File: config.mk
export PLATFORM = sky130hd
export DESIGN_NAME = decoder_rr_arbiter
export DESIGN_NICKNAME = d
export VERILOG_FILES = /design/src/rtl/decoder_rr_arbiter_pkg.sv /design/src/rtl/decoder_rr_arbiter_decoder.sv /design/src/rtl/decoder_rr_arbiter.sv
export SDC_FILE = /design/constraint.sdc
export NUM_CORES = 1
export LEC_CHECK = 0
export CORE_ASPECT_RATIO = 0.6
export CORE_MARGIN = 2
export CORE_UTILIZATION = 53
export DETAILED_ROUTE_END_ITERATION = 12
export PLACE_DENSITY = 0.8
export SETUP_SLACK_MARGIN = 0.2
export SLEW_MARGIN = 20
export SYNTH_ARGS = -nofsm -noshare
export SYNTH_HDL_FRONTEND = slang
export SYNTH_HIERARCHICAL = 1
export SYNTH_SLANG_ARGS = --single-unit
File: constraint.sdc
create_clock -name iClk -period 4.5 [get_ports iClk]
set_clock_uncertainty 0.1 [all_clocks]
set_input_delay 1.125 -clock iClk [delete_from_list [all_inputs] [get_ports iClk]]
set_output_delay 1.125 -clock iClk [all_outputs]
set_load 0.01 [all_outputs]
File: src/rtl/decoder_rr_arbiter_pkg.sv
// Shared types and constants for the decoder-driven
// round-robin arbiter.
package decoder_rr_arbiter_pkg;

  localparam int N_REQ = 8;
  localparam int SEL_W = 3;

  typedef enum logic {
    IDLE  = 1'b0,
    GRANT = 1'b1
  } state_e;

  localparam logic [1:0] ENA_ON  = 2'b10;
  localparam logic [1:0] ENA_OFF = 2'b01;

  // First set bit at or above ptr, wrapping 7->0.
  function automatic logic [SEL_W-1:0] rr_pick(
    input logic [N_REQ-1:0] req,
    input logic [SEL_W-1:0] ptr
  );
    logic [2*N_REQ-1:0] dbl;
    logic [N_REQ-1:0]   rot;
    logic [SEL_W-1:0]   off;
    dbl = {req, req};
    rot = dbl[ptr +: N_REQ];
    off = '0;
    for (int k = N_REQ - 1; k >= 0; k--) begin
      if (rot[k]) off = SEL_W'(k);
    end
    return ptr + off;
  endfunction

endpackage

File: src/rtl/decoder_rr_arbiter_decoder.sv
// 3-to-8 decoder with a two-rail enable;
// outputs are all zero unless enabled.
module decoder
  import decoder_rr_arbiter_pkg::*;
(
  input  logic [SEL_W-1:0] iSel,
  input  logic [1:0]       iEna,
  output logic [N_REQ-1:0] oDec
);

  always_comb begin
    oDec = '0;
    if (iEna == ENA_ON) oDec[iSel] = 1'b1;
  end

endmodule

File: src/rtl/decoder_rr_arbiter.sv
// Round-robin arbiter with bounded hold; the
// one-hot grant comes from the decoder.
module decoder_rr_arbiter
  import decoder_rr_arbiter_pkg::*;
#(
  parameter int MAX_HOLD = 4
) (
  input  logic             iClk,
  input  logic             iRst_n,
  input  logic [N_REQ-1:0] iReq,
  output logic [SEL_W-1:0] oSel,
  output logic [1:0]       oEna,
  output logic [N_REQ-1:0] oGnt,
  output logic             oBusy
);

  localparam logic [3:0] HOLD_MAX = 4'(MAX_HOLD);

  state_e           state_q, state_d;
  logic [SEL_W-1:0] ptr_q, ptr_d;
  logic [3:0]       hold_q, hold_d;
  logic [SEL_W-1:0] sel_q, sel_d;
  logic [1:0]       ena_q, ena_d;
  logic             busy_q, busy_d;
  logic             release_w;

  assign release_w = !iReq[sel_q]
                  || (hold_q == HOLD_MAX);

  always_comb begin
    state_d = state_q;
    ptr_d   = ptr_q;
    hold_d  = hold_q;
    sel_d   = sel_q;
    ena_d   = ena_q;
    busy_d  = busy_q;
    unique case (state_q)
      IDLE: begin
        if (iReq != '0) begin
          state_d = GRANT;
          sel_d   = rr_pick(iReq, ptr_q);
          hold_d  = 4'd1;
          ena_d   = ENA_ON;
          busy_d  = 1'b1;
        end
      end
      GRANT: begin
        // Releasing forces one dead IDLE cycle and
        // pushes the current owner to lowest priority.
        if (release_w) begin
          state_d = IDLE;
          ptr_d   = sel_q + 3'd1;
          hold_d  = 4'd0;
          ena_d   = ENA_OFF;
          busy_d  = 1'b0;
        end else begin
          hold_d  = hold_q + 4'd1;
        end
      end
      default: state_d = IDLE;
    endcase
  end

  always_ff @(posedge iClk) begin
    if (!iRst_n) begin
      state_q <= IDLE;
      ptr_q   <= '0;
      hold_q  <= '0;
      sel_q   <= '0;
      ena_q   <= ENA_OFF;
      busy_q  <= 1'b0;
    end else begin
      state_q <= state_d;
      ptr_q   <= ptr_d;
      hold_q  <= hold_d;
      sel_q   <= sel_d;
      ena_q   <= ena_d;
      busy_q  <= busy_d;
    end
  end

  assign oSel  = sel_q;
  assign oEna  = ena_q;
  assign oBusy = busy_q;

  decoder u_dec (
    .iSel (sel_q),
    .iEna (ena_q),
    .oDec (oGnt)
  );

endmodule

[Yosys cells after proc, flatten, opt, wreduce, memory -nomap -nowiden]
Index checks and enable logic that the tools add are counted.
Word-level totals
  register bits after elaboration: 14
  bits of input ports: 10
Operators by class
  $add $sub $neg: 3
  $lt $le $gt $ge: 2
  equality and inequality tests: 4
  shifts and indexed selects: 1
  muxes and demuxes: 27
  bitwise operators: 1
  reductions and logical operators: 7
Operators with widths (count)
  3-bit 2-to-1 mux: 10
  16-bit by 4-bit indexed part select with 8-bit output: 1
  4-bit 2-to-1 mux: 2
  8-bit 2-to-1 mux: 1
  4-bit one-hot mux with 2 select lines: 1
  8-bit nonzero test: 1
  1-bit 2-to-1 mux: 6
  2-bit AND reduction: 3
  4-bit by 1-bit adder with 4-bit output (second input constant): 1
  4-bit by 3-bit equality test with 1-bit output (second input constant): 1
  3-bit by 4-bit < comparator with 1-bit output (second input constant): 1
  2-bit 2-to-1 mux: 2
  1-bit one-hot mux with 2 select lines: 2
  2-bit one-hot mux with 2 select lines: 1
  3-bit by 1-bit adder with 3-bit output (second input constant): 1
  3-bit adder: 1
  1-bit binary-select mux with 3-bit select: 1
  1-bit demux with 3-bit select: 1
  3-bit by 1-bit >= comparator with 1-bit output (second input constant): 1
  2-bit equality test (second input constant): 1
  2-bit by 1-bit != test with 1-bit output (second input constant): 1
  2-bit != test (second input constant): 1
  1-bit logical AND: 1
  1-bit logical NOT: 1
  other kinds (2): 2

[Depth between registers and ports, before layout]
  depth in word-level cells: 12
  mapped depth: 14
  gate-level depth less buffers: 12

[Cells and area by module]
Netlist, hierarchy kept.
Modules (own cells, without submodules)
  decoder_rr_arbiter: instances 1, cells each 139, area each 1346.3 µm², seq. area each 260.2 µm²
  decoder: instances 1, cells each 13, area each 73.8 µm², seq. area each 0.0 µm²

[Worst setup path after synthesis]
Ideal clock, no wire load.
  path type: input to register
  from: input port iReq[5]
  to: register sel_q[2], in the netlist oSel[2]
  library setup time: 0.136 ns
  data arrival time: 3.603 ns
  required time: 4.264 ns
  setup slack: 0.661 ns
  cell stages on the path: 13
  buffers on the path: 1
  cells stage by stage: buf_2 > mux4_2 > nor2b_1 > nor3_1 > a21oi_1 > o31ai_1 > ha_1 > inv_1 > fa_1 > xnor2_1 > nand2_1 > a2111oi_0 > a211oi_1
On the way
  cells in the longest elaborated chain, start to end: 12
  elaborated cells on any way between the ends: 14
  those cells by class: add/sub: 1; shift: 1; mux: 10; reduce/logical: 2
Ends and longest elaborated chain
  start: declaration: line decoder_rr_arbiter.sv:10  | input logic [N_REQ-1:0] iReq,
  16-bit by 4-bit indexed part select with 8-bit output: line decoder_rr_arbiter_pkg.sv:25  | rot = dbl[ptr +: N_REQ];
  3-bit 2-to-1 mux (8 in a row): line decoder_rr_arbiter_pkg.sv:28  | if (rot[k]) off = SEL_W'(k);
  3-bit 2-to-1 mux: line decoder_rr_arbiter.sv:39  | if (iReq != '0) begin
  3-bit 2-to-1 mux: line decoder_rr_arbiter.sv:37  | unique case (state_q)
  3-bit adder: line decoder_rr_arbiter_pkg.sv:30  | return ptr + off;
  end signal: assignment: line decoder_rr_arbiter.sv:76  | sel_q <= sel_d;
  end: declaration: line decoder_rr_arbiter.sv:22  | logic [SEL_W-1:0] sel_q, sel_d;
Parallel ways exist; a longest one is shown, timed or not. The select of a mux whose other input is x is not followed.
A chain may end at the register's enable or synchronous reset.

[Worst setup path in the final report]
  from: input port iReq[1]
  to: register sel_q[2], in the netlist oSel[2]
The elaborated chain is that of the path after synthesis.

==> results list <==
- Global-route wire length before repair: 6390 um
* Endpoints failing setup: 0
* Transition time at the pin with the least slew margin: 0.786 ns
- The detailed router placed 1358 vias in this run.
- The routed design has 3950 um of wire.
- Initial antenna violation count: 0
- Average vias per placed instance: 6.56
* RSZ-0062 raised after global routing: false
* Count of placed standard cells in the final layout, fillers left out: 207
- Final hold analysis gives a worst-case slack of 0.398 ns.
- IR analysis of the VDD net gives a maximum drop of 0.000229 V.
- The floorplan has 14 rows.
- Leaving out fill and tap cells, the most frequent cell in the layout is sky130_fd_sc_hd__nor2_1.
- Via count of the first global-routing pass: 1280
- In this run the power spent charging and discharging nets is 0.000284 W.
- Once detailed placement completed, the half-perimeter wirelength came to 2990 um.
- Counting every net in the synthesized netlist gives 167.
* Detailed Routing Iterations Pass 1: 4
* Violation count after the first detailed-route iteration: 92
- Among the stages of the critical path, the cell type that occurs most often is sky130_fd_sc_hd__inv_1.
* Type of element launching the critical path: input pin
- The mapped netlist covers 1420 um2.
* H-tree levels: 1
* Sequential share of power: 32.8%
- Register bit total from synthesis: 13
- 24 I/O pins were placed.
- Category of the most critical setup path: in -> reg
* CTS tree: built
* Ys async rst share: 0%
* Largest stage delay on the critical path: 0.58 ns
- Final instance area: 1750 um2
- The clock reaches the later pin of the worst-skew pair after 0.24 ns.
- For this run, design rule violations remaining after detail routing come to 0.
* Cell type with the largest total area after synthesis: sky130_fd_sc_hd__dfxtp_1
- Counting along the longest clock path gives a buffer depth of 2.
- The most used flip-flop cell after synthesis is sky130_fd_sc_hd__dfxtp_1.
* Slowest-stage cell, CP: sky130_fd_sc_hd__clkdlybuf4s50_1
- Final count of pins violating max slew: 0
- Buffers placed on the I/O ports in this run total 23.
- In this run, synthesis inferred 0 flip-flops with an integrated enable.
* Arrival time at the worst endpoint: 4.24 ns
* Width of the die: 70.8 um
- Gr ovfl total: 0
- Effective utilization at floorplan: 56.3%
* Leakage power total: 0.715 nW
- The worst setup path is captured at a register.
* Total setup buffers inserted after CTS: 0
* Cells after Synth: 152
* Maximum number of pins on one net before global-route repair: 18
- Minimum setup slack among reg-to-reg paths: 0.85 ns
* Clock-pin slew on the worst setup and hold paths: 0.06 ns
- Leaving out fill and tap cells, the most frequent cells in the layout are 21 x sky130_fd_sc_hd__nor2_1, 19 x sky130_fd_sc_hd__clkdlybuf4s50_1, 13 x sky130_fd_sc_hd__dfxtp_1.
- Average size of a mapped cell: 9.34 um2
- Dividing total power by cell area gives a power density of 393 nW/um2.
* Remaining number of nets flagged by the antenna check after routing: 0
* Max-Slew Margin vs Limit: 47.5%
- Total power for the finished layout comes to 0.000688 W.
- Die outline area: 3120 um2
- The share of the Yosys chip area taken by registers is 18.3%.
- Proportion of power drawn by the clock network: 15.3%
- Final count of hold timing violations: 0
* Mean routed wirelength per cell: 19.1 um
- Per report_power, the combinational group accounts for 52.0% of the total.
* Instance area at placement: 1670 um2
* Number of inserted diodes: 0
* Core area: 2520 um2
- Measured along the y axis, the die boundary spans 44.1 um.
* Ratio of final minimum period to clock period: 93.8%
* Largest cells by area after synthesis: sky130_fd_sc_hd__dfxtp_1 18%, sky130_fd_sc_hd__mux4_1 15%, sky130_fd_sc_hd__mux4_2 13%
- # Max-Cap Violations: 0
- Biggest fanout along the worst timing path: 5
- Internal power comes to 0.000403 W.
* Number of placed instances with taps included: 203
* Cell-by-cell trace of the critical path: clkdlybuf4s50_1 -> inv_1 -> o21a_1 -> a2111oi_2 -> a311oi_1 -> o31ai_1 -> ha_1 -> inv_1 -> fa_1 -> xnor2_2 -> nand2_1 -> a2111oi_1 -> a211oi_1
- Fmax: 0.237 GHz
- Final critical delay including setup and external delays: 4.22 ns
- Weighted congestion at the end of routability-driven global placement: 0.933
- Synthesis instantiated 48 different standard cells from the library.
- Share of post-route cells with drive strength above 1: 14.3%
* Area share of the leading cell type in the synthesized netlist: 18.3%
- Run status: finished clean
- Clock tree sinks: 13
- Number of buffers added by the clock tree synthesis step: 3
- CP Data Required Time: 4.52 ns
- Switching Share: 41.3%
- Nets@finish: 191
* Clock root buffer: sky130_fd_sc_hd__clkbuf_8
- The area growth from synthesis to layout is 23.2%.
- Worst hold-check path type: reg -> reg
- Total routing usage reported by global routing: 27.1%
- During synthesis, Yosys emitted a total of 6 warnings.
state kept, by name, indices dropped and copies added, names as in the netlist:
| name | count |
|---|---|
| hold_q | 4 |
| oEna | 2 |
| oSel | 3 |
| ptr_q | 3 |
| state_q | 1 |
through the flow:
| step | util (%) | worst slack, ns | TNS [ns] |
|---|---|---|---|
| final | 69.3 | 0.278 | 0 |
| after global routing | 69.3 | 0.123 | 0 |
| after CTS | 68.2 | 0.227 | 0 |
| after detailed placement | 66.4 | -0.0502 | -0.0502 |
| after global placement | 66.4 | 0.0950 | 0 |
| after floorplan | - | 0.661 | 0 |
worst paths after layout:
path                                 from   endpoint  cells after the start
worst max-delay path              iReq[1]    oSel[2]                     13
worst min-delay path            hold_q[2]  hold_q[2]                      1
worst max register to register   ptr_q[1]    oSel[2]                     11
worst min register to register  hold_q[2]  hold_q[2]                      1
logic make-up (layout without fill, tap and decap cells):
group,count (synthesis),after routing,share of synthesized area (%)
XOR/XNOR,2,2,1.23
buffers and inverters,21,44,6.87
AND/OR/NAND/NOR,52,52,17.8
flip-flops,13,13,18.3
adder cells (fa/ha/maj),5,5,4.93
multiplexers,26,26,34.8
AO/OA/AOI/OAI,33,33,16.0
power groups by stage:
stage,Clock [W],Sequential [W],Combinational [W]
2_1_floorplan,0,0.000186,0.000271
3_3_place_gp,0,0.000219,0.000333
3_5_place_dp,0,0.000224,0.000344
4_1_cts,0.000106,0.000222,0.000346
5_1_grt,0.000115,0.000235,0.000390
6_report,0.000105,0.000225,0.000357
what timing repair did:
item / 4_1_cts / 5_1_grt
gates resized for setup: 0 / 9
hold buffers: 0 / 0
endpoints found under the setup margin: 0 / 1
metal layers:
| metal | vias up | routed length (um) | track usage (%) |
|---|---|---|---|
| met1 | 650 | 1730 | 40.1 |
| met2 | 71 | 1770 | 40.7 |
| met3 | 10 | 362 | 7.06 |
| li1 | 627 | - | - |
| met5 | - | 0 | 0 |
| met4 | 0 | 85 | 6.04 |
cell type report:
class	instances	area, um2
Clock buffer	4	45.0
Multi-Input combinational cell	118	1080
Fill cell	194	773
Sequential cell	13	260
Tap cell	32	40.0
Inverter	13	51.3
Timing Repair Buffer	27	270
worst max-delay path, delay by kind of cell:
family / cells / cell delay, ns
xor+xnor: 1 / 0.16
compound gates: 6 / 1.54
buf+inv: 3 / 0.72
simple gates: 1 / 0.08
fa+ha+maj: 2 / 0.61
Yosys cell counts, types with 2 or more instances:
library cell                count
sky130_fd_sc_hd__mux2_2         3
sky130_fd_sc_hd__mux4_1         8
sky130_fd_sc_hd__and2_1         2
sky130_fd_sc_hd__a2111oi_0      2
sky130_fd_sc_hd__nand3_1        3
sky130_fd_sc_hd__mux2i_1        7
sky130_fd_sc_hd__inv_1         12
sky130_fd_sc_hd__a21oi_1        8
sky130_fd_sc_hd__mux4_2         8
sky130_fd_sc_hd__a211oi_1       4
sky130_fd_sc_hd__buf_2          3
sky130_fd_sc_hd__o211a_1        2
sky130_fd_sc_hd__nor3_1         4
sky130_fd_sc_hd__ha_1           4
sky130_fd_sc_hd__nand2b_1       2
sky130_fd_sc_hd__nor2b_1        3
sky130_fd_sc_hd__dfxtp_1       13
sky130_fd_sc_hd__nor2_1        21
sky130_fd_sc_hd__o21ai_0        5
sky130_fd_sc_hd__nand2_1        9
sky130_fd_sc_hd__o31ai_1        2
(Power assumes the default switching activity.)
